### src/rtl/alu_flags_6502.sv
// rtl/alu_flags_6502.sv - 6502 post-ALU stage: BCD correction, result register and status register P
// Optional feature macro: ALU_FLAGS_CMOS_NZ_EN (65C02 N/Z taken from the decimal-corrected result)
module alu_flags_6502 (
    input  logic       clk,
    input  logic       rst_n,
    input  logic       RDY,
    input  logic [7:0] alu_out,
    input  logic       alu_co,
    input  logic       alu_hc,
    input  logic       alu_n,
    input  logic       alu_v,
    input  logic       alu_z,
    input  logic       adj_req,
    input  logic       adj_sub,
    input  logic       upd_nz,
    input  logic       upd_c,
    input  logic       upd_v,
    input  logic       bit_op,
    input  logic [2:0] flag_op,
    input  logic       load_p,
    input  logic       irq_set,
    input  logic [7:0] din,
    input  logic       b_flag,
    output logic [7:0] res,
    output logic       res_valid,
    output logic [7:0] P,
    output logic       D
);

    typedef enum logic [2:0] {
        FOP_NONE = 3'b000,
        FOP_SEC  = 3'b001,
        FOP_CLC  = 3'b010,
        FOP_SEI  = 3'b011,
        FOP_CLI  = 3'b100,
        FOP_SED  = 3'b101,
        FOP_CLD  = 3'b110,
        FOP_CLV  = 3'b111
    } flag_op_t;

    logic       flag_n, flag_v, flag_i, flag_z, flag_c;
    logic [3:0] lo_adj, hi_adj;
    logic [7:0] corrected, res_next;
    logic       nz_n, nz_z;
    logic       n_next, v_next, d_next, i_next, z_next, c_next;
    logic       unused_din;

    // Bits 5 and 4 of a pulled P image are not storage; they are regenerated on read.
    assign unused_din = ^din[5:4];

    // Per-nibble correction, mod 16, no carry between nibbles; -6 is added as +10.
    always_comb begin
        lo_adj = 4'h0;
        hi_adj = 4'h0;
        if (adj_sub) begin
            if (!alu_hc) lo_adj = 4'hA;
            if (!alu_co) hi_adj = 4'hA;
        end else begin
            if (alu_hc) lo_adj = 4'h6;
            if (alu_co) hi_adj = 4'h6;
        end
        corrected = {alu_out[7:4] + hi_adj, alu_out[3:0] + lo_adj};
        res_next  = adj_req ? corrected : alu_out;
    end

`ifdef ALU_FLAGS_CMOS_NZ_EN
    assign nz_n = adj_req ? res_next[7] : alu_n;
    assign nz_z = adj_req ? (res_next == 8'h00) : alu_z;
`else
    assign nz_n = alu_n;
    assign nz_z = alu_z;
`endif

    // Layered from lowest to highest priority so later assignments win.
    always_comb begin
        n_next = flag_n;
        v_next = flag_v;
        d_next = D;
        i_next = flag_i;
        z_next = flag_z;
        c_next = flag_c;

        if (upd_nz) begin
            n_next = nz_n;
            z_next = nz_z;
        end
        if (upd_c) c_next = alu_co;
        if (upd_v) v_next = alu_v;

        case (flag_op_t'(flag_op))
            FOP_SEC: c_next = 1'b1;
            FOP_CLC: c_next = 1'b0;
            FOP_SEI: i_next = 1'b1;
            FOP_CLI: i_next = 1'b0;
            FOP_SED: d_next = 1'b1;
            FOP_CLD: d_next = 1'b0;
            FOP_CLV: v_next = 1'b0;
            default: ;
        endcase

        if (bit_op) begin
            n_next = din[7];
            v_next = din[6];
            z_next = alu_z;
        end

        if (load_p) begin
            n_next = din[7];
            v_next = din[6];
            d_next = din[3];
            i_next = din[2];
            z_next = din[1];
            c_next = din[0];
        end

        if (irq_set) i_next = 1'b1;
    end

    always_ff @(posedge clk or negedge rst_n) begin
        if (!rst_n) begin
            res       <= 8'h00;
            res_valid <= 1'b0;
            flag_n    <= 1'b0;
            flag_v    <= 1'b0;
            D         <= 1'b0;
            flag_i    <= 1'b1;
            flag_z    <= 1'b0;
            flag_c    <= 1'b0;
        end else begin
            res_valid <= RDY;
            if (RDY) begin
                res    <= res_next;
                flag_n <= n_next;
                flag_v <= v_next;
                D      <= d_next;
                flag_i <= i_next;
                flag_z <= z_next;
                flag_c <= c_next;
            end
        end
    end

    assign P = {flag_n, flag_v, 1'b1, b_flag, D, flag_i, flag_z, flag_c};

endmodule

### config.mk
export PLATFORM = sky130hd
export DESIGN_NAME = alu_flags_6502
export DESIGN_NICKNAME = d
export VERILOG_FILES = /design/src/rtl/alu_flags_6502.sv
export SDC_FILE = /design/constraint.sdc
export NUM_CORES = 1
export LEC_CHECK = 0
export CORE_UTILIZATION = 35
export DETAILED_ROUTE_END_ITERATION = 8
export MAX_ROUTING_LAYER = met4
export PLACE_DENSITY = 0.76
export SYNTH_ARGS = -nofsm -noshare
export SYNTH_HDL_FRONTEND = slang
export SYNTH_SLANG_ARGS = --single-unit
### constraint.sdc
create_clock -name clk -period 0.9 [get_ports clk]
set_input_delay 0.09 -clock clk [delete_from_list [all_inputs] [get_ports clk]]
set_output_delay 0.09 -clock clk [all_outputs]
set_load 0.05 [all_outputs]
; Word-level counts from Yosys, hierarchy flattened
; Cells that the tools add are included.
[classes]
magnitude_cmp = 0
bitwise = 0
mul = 0
div_mod_pow = 0
reduce_logical = 10
muxes = 25
n_shift = 0
n_addsub = 2
eq_ne = 7
[ops]
columns = operator, n
row1 = $mux W4, 4
row2 = $mux W1, 15
row3 = $eq A3 B3 Y1 const B, 4
row4 = $reduce_bool A4 Y1, 3
row5 = $reduce_and A2 Y1, 5
row6 = $add A4 B4 Y4, 2
row7 = $mux W8, 1
row8 = $eq A3 B2 Y1 const B, 2
row9 = $mux W3, 2
row10 = $pmux W1 S2, 3
row11 = $reduce_bool A3 Y1, 2
row12 = $eq A3 B1 Y1 const B, 1
[totals]
rom_bits = 0
inputBits = 36
mem_count = 0
ram_bits = 0
latch_bits = 0
wordCells = 52
ff_bits = 15
output_inout_bits = 18

; Logic depth before layout (Yosys ltp)
[logic_depth]
word_depth = 4
depth_mapped = 9
ltp_nobuf = 9

; Least setup slack after synthesis
; No wires, ideal clock.
[synth_timing]
path_kind = input to register
from = input port alu_hc
to = register res[3]
t_arrival_ns = 1.481
path_stages = 9
t_required_ns = 0.776
path_buffers = 0
slack_ns = -0.705
setup_time_ns = 0.124
path_cell_list = inv_1 -> ha_1 -> inv_1 -> ha_1 -> inv_1 -> fa_1 -> xnor2_1 -> and4b_1 -> a211o_1
[synth_via]
elab_chain_len = 4
word_cells_on_any_way = 5
classes_between = add/sub: 1 / mux: 4
[synth_rtl]
columns = element, line_no
row1 = "start, declared", 9  ; input logic alu_hc,
row2 = $mux W3 or $mux W4 (tied branches), "59, 56"
row3 = $mux W4 (*), 55  ; if (adj_sub) begin
row4 = $add A4 B4 Y4 (*), 62  ; corrected = {alu_out[7:4] + hi_adj, alu_out[3:0] + lo_adj};
row5 = $mux W8 (*), 63  ; res_next = adj_req ? corrected : alu_out;
row6 = "end signal, assigned", 132  ; res <= res_next;
row7 = "end, declared", 24  ; output logic [7:0] res,
; Mark *: on every way between the ends. The rest lies on a longest branch, timed or not.
; A chain may end at the register's enable or synchronous reset.

; Final worst setup path
; Same ends and word-level chain as after synthesis.

==> results.ini <==
[global_route]
grt_use_total=0.208
grt_max_degree=16
grt_pass1_vias=1131
grt_pass1_wl_mm=5.06
antenna_found_initial=0
overflow=0

[power_and_ir_drop]
ir_worst_vdd_mv=0.832
switching_share=0.371
pwr-share-seq=0.317
p_per_area_mw_per_mm2=1320
power.switching_w=0.00101
comb_power_share=0.533
power.total_w=0.00271
power.leakage_nw=0.955
p_clk_frac=0.150
p_int_w=0.00171

[routing]
wl_met3_um=176
top_layer=met4
wl_per_cell_um=14.9
drt_pass1_iterations=6
remaining_drc_errors=11
routed_via_density=5.18
ant_nets=0
routed_wl_mm=3.11
wl_met1_mm=1.16
wl_met2_mm=1.71
drtIter0Drc=47
vias=1077

[cts]
cts_buffer_depth=2
htreeDepth=1
cts_hold_buf=0
clk_pin_slew_ps=100
cts_made_buffers=3
cts_root_buf=clkbuf_4
cts_tree=built
clock-sinks=15
clkLatencyLatePin_ps=280

[setup_path]
cp_max_fo=2
critPathKind=in2reg
reg2reg_depth=4
crit_required_ps=1080
cp-start-kind=input pin
timing.rr.end=flag_i$_DFFE_PN1P_
r2r-start=flag_i$_DFFE_PN1P_
crit_arrival_ps=1630
worstSetupEndpointType=register
rrSetupSlack_ps=-120
crit_start=alu_hc

[yosys]
syn-mean-instance-area_um2=9.28
synth_top_area_share=0.334
synth_seq_cells=15
synthesis.nets=157
ys.flop_type=dfrtp_1
synth_top_area_cell=dfrtp_1
synth_cell_types=35
seq_area_frac_synth=0.359
synth-edff-count=0
synthCells=113
synth_area_leaders=dfrtp_1, ha_1, buf_4
async_reset_ff_frac=1.00
syn_area_mm2=0.00105
yosysWarningCount=0

[floorplan]
dieArea_mm2=0.00322
die_x_um=56.7
pin_count=54
die_h_um=56.7
start_util=0.374
row_count=19
fp.coreArea_mm2=0.00281

[worst_hold_path]
hold_path_class=in2async

[timing]
setup_violations=21
worst_slack_ps=-552
clock_skew_ps=0
slew_violations=0
finalHoldViolCount=0
fin_crit_sh=1.61
max_freq_mhz=689
rsz0062_at_grt=true
fin_crit_ps=1450

[cells_and_area]
fin_util=0.732
final_layout_size_suffix_gt1_frac=0.480
syn2layout_area_growth_pct=95.8
diodes=0
n_fill_cell=192
fin_nets=222

[placed_design]
globalplace.congestion=0.841
preCtsSetupSlack_ps=-1360
dp_hpwl_mm=2.25
numPortBuffers=48

[run_status]
status=finished with violations
failed_checks=DRC, setup timing

[run]
max_cap_violations=0

## registers in the layout (all words and copies together), names as in the netlist
name,count
flag_i,1
flag_z,1
flag_n,1
res_valid,1
flag_c,1
D,1
flag_v,1
res,8
## worst max-delay path: stages
cell and delay, ps:
buf_8 90, inv_8 30, ha_4 230, inv_4 60
ha_4 110, inv_2 30, fa_2 400, xnor2_2 160
and4b_1 190, a211o_1 220
## logic make-up after synthesis
kind of cell	Yosys count	share of synthesized area
flops	15	0.359
xor+xnor	3	0.0251
other cells	1	0.00358
compound gates	28	0.169
buf+inv	27	0.130
mux	7	0.0716
simple gates	24	0.131
fa+ha+maj	8	0.110
## layout by cell type, fill, tap and decap left out, types with 2 or more instances in the layout
master,synthesis,layout
a211o_1,2,2
a21oi_1,10,6
a21oi_2,0,4
a31oi_1,2,2
and4b_1,2,2
buf_12,0,18
buf_4,8,18
buf_6,0,7
clkbuf_4,0,3
clkdlybuf4s50_1,0,17
dfrtp_1,14,11
dfrtp_2,0,3
dlygate4sd2_1,0,7
dlymetal6s2s_1,0,3
fa_2,0,2
ha_1,6,2
ha_4,0,4
inv_1,14,6
inv_2,0,5
mux2_2,4,2
mux2_4,0,2
mux2i_1,3,3
nand2_1,5,5
nand3_1,2,2
nor2_1,7,7
o21ai_0,7,7
xnor2_2,0,2
## what timing repair did
action / in CTS / in global routing
cloned: 0 / 0
setup endpoints to repair: 30 / 23
pin swaps: 9 / 12
setup buffers: 6 / 4
resized for setup: 37 / 22
## cell type report
class / count / area (um^2) / share of cell area
Clock inverter: 1 / 5.00 / 0.00244
Timing Repair Buffer: 73 / 873 / 0.425
Tap cell: 31 / 38.8 / 0.0189
Clock buffer: 3 / 22.5 / 0.0110
Inverter: 14 / 75.1 / 0.0366
Sequential cell: 15 / 380 / 0.185
Multi-Input combinational cell: 71 / 658 / 0.321
## per-stage QoR
| step | area (um^2) | hold WS (ps) | TNS [ps] | cells |
|---|---|---|---|---|
| 3_3_place_gp | 1870 | 181 | -9670 | 196 |
| 4_1_cts | 1980 | 132 | -3490 | 206 |
| 5_1_grt | 2050 | 128 | -3880 | 208 |
| 6_report | 2050 | 130 | -3290 | 208 |
| 2_1_floorplan | 1140 | -206 | -2400 | 113 |
| 3_5_place_dp | 1870 | 181 | -10240 | 196 |
## per-layer routing
metal / up-vias / GRT usage
met1: 517 / 0.238
met5: - / -
met2: 43 / 0.371
met4: 0 / 0.0697
li1: 511 / -
met3: 6 / 0.0300
## worst max path at each step
stage	cells after the start	slack [ps]	endpoint
after floorplan	8	-650	res[7]$_DFFE_PN0P_
after global placement	11	-1300	res[7]$_DFFE_PN0P_
after detailed placement	11	-1360	res[7]$_DFFE_PN0P_
after CTS	11	-570	res[7]$_DFFE_PN0P_
after global routing	10	-580	res[7]$_DFFE_PN0P_
final	10	-550	res[3]$_DFFE_PN0P_
## cell usage after synthesis, types with 2 or more instances
cell type,instances
nand3_1,2
nand2b_1,2
buf_4,8
and4b_1,2
dfrtp_1,14
inv_1,14
xnor2_1,3
a31oi_1,2
a211o_1,2
ha_1,6
o21ai_0,7
buf_2,3
mux2i_1,3
mux2_2,4
fa_1,2
nor2_1,7
a21oi_1,10
nand2_1,5
## power by group through the flow
| stage | sequential (W) | clock (W) | combinational, W |
|---|---|---|---|
| final | 0.000861 | 0.000406 | 0.00145 |
| after floorplan | 0.00103 | 0 | 0.000482 |
| after global routing | 0.000875 | 0.000437 | 0.00152 |
| after global placement | 0.000872 | 0 | 0.00128 |
| after CTS | 0.000862 | 0.000411 | 0.00140 |
| after detailed placement | 0.000876 | 0 | 0.00132 |
(Power assumes the default switching activity.)
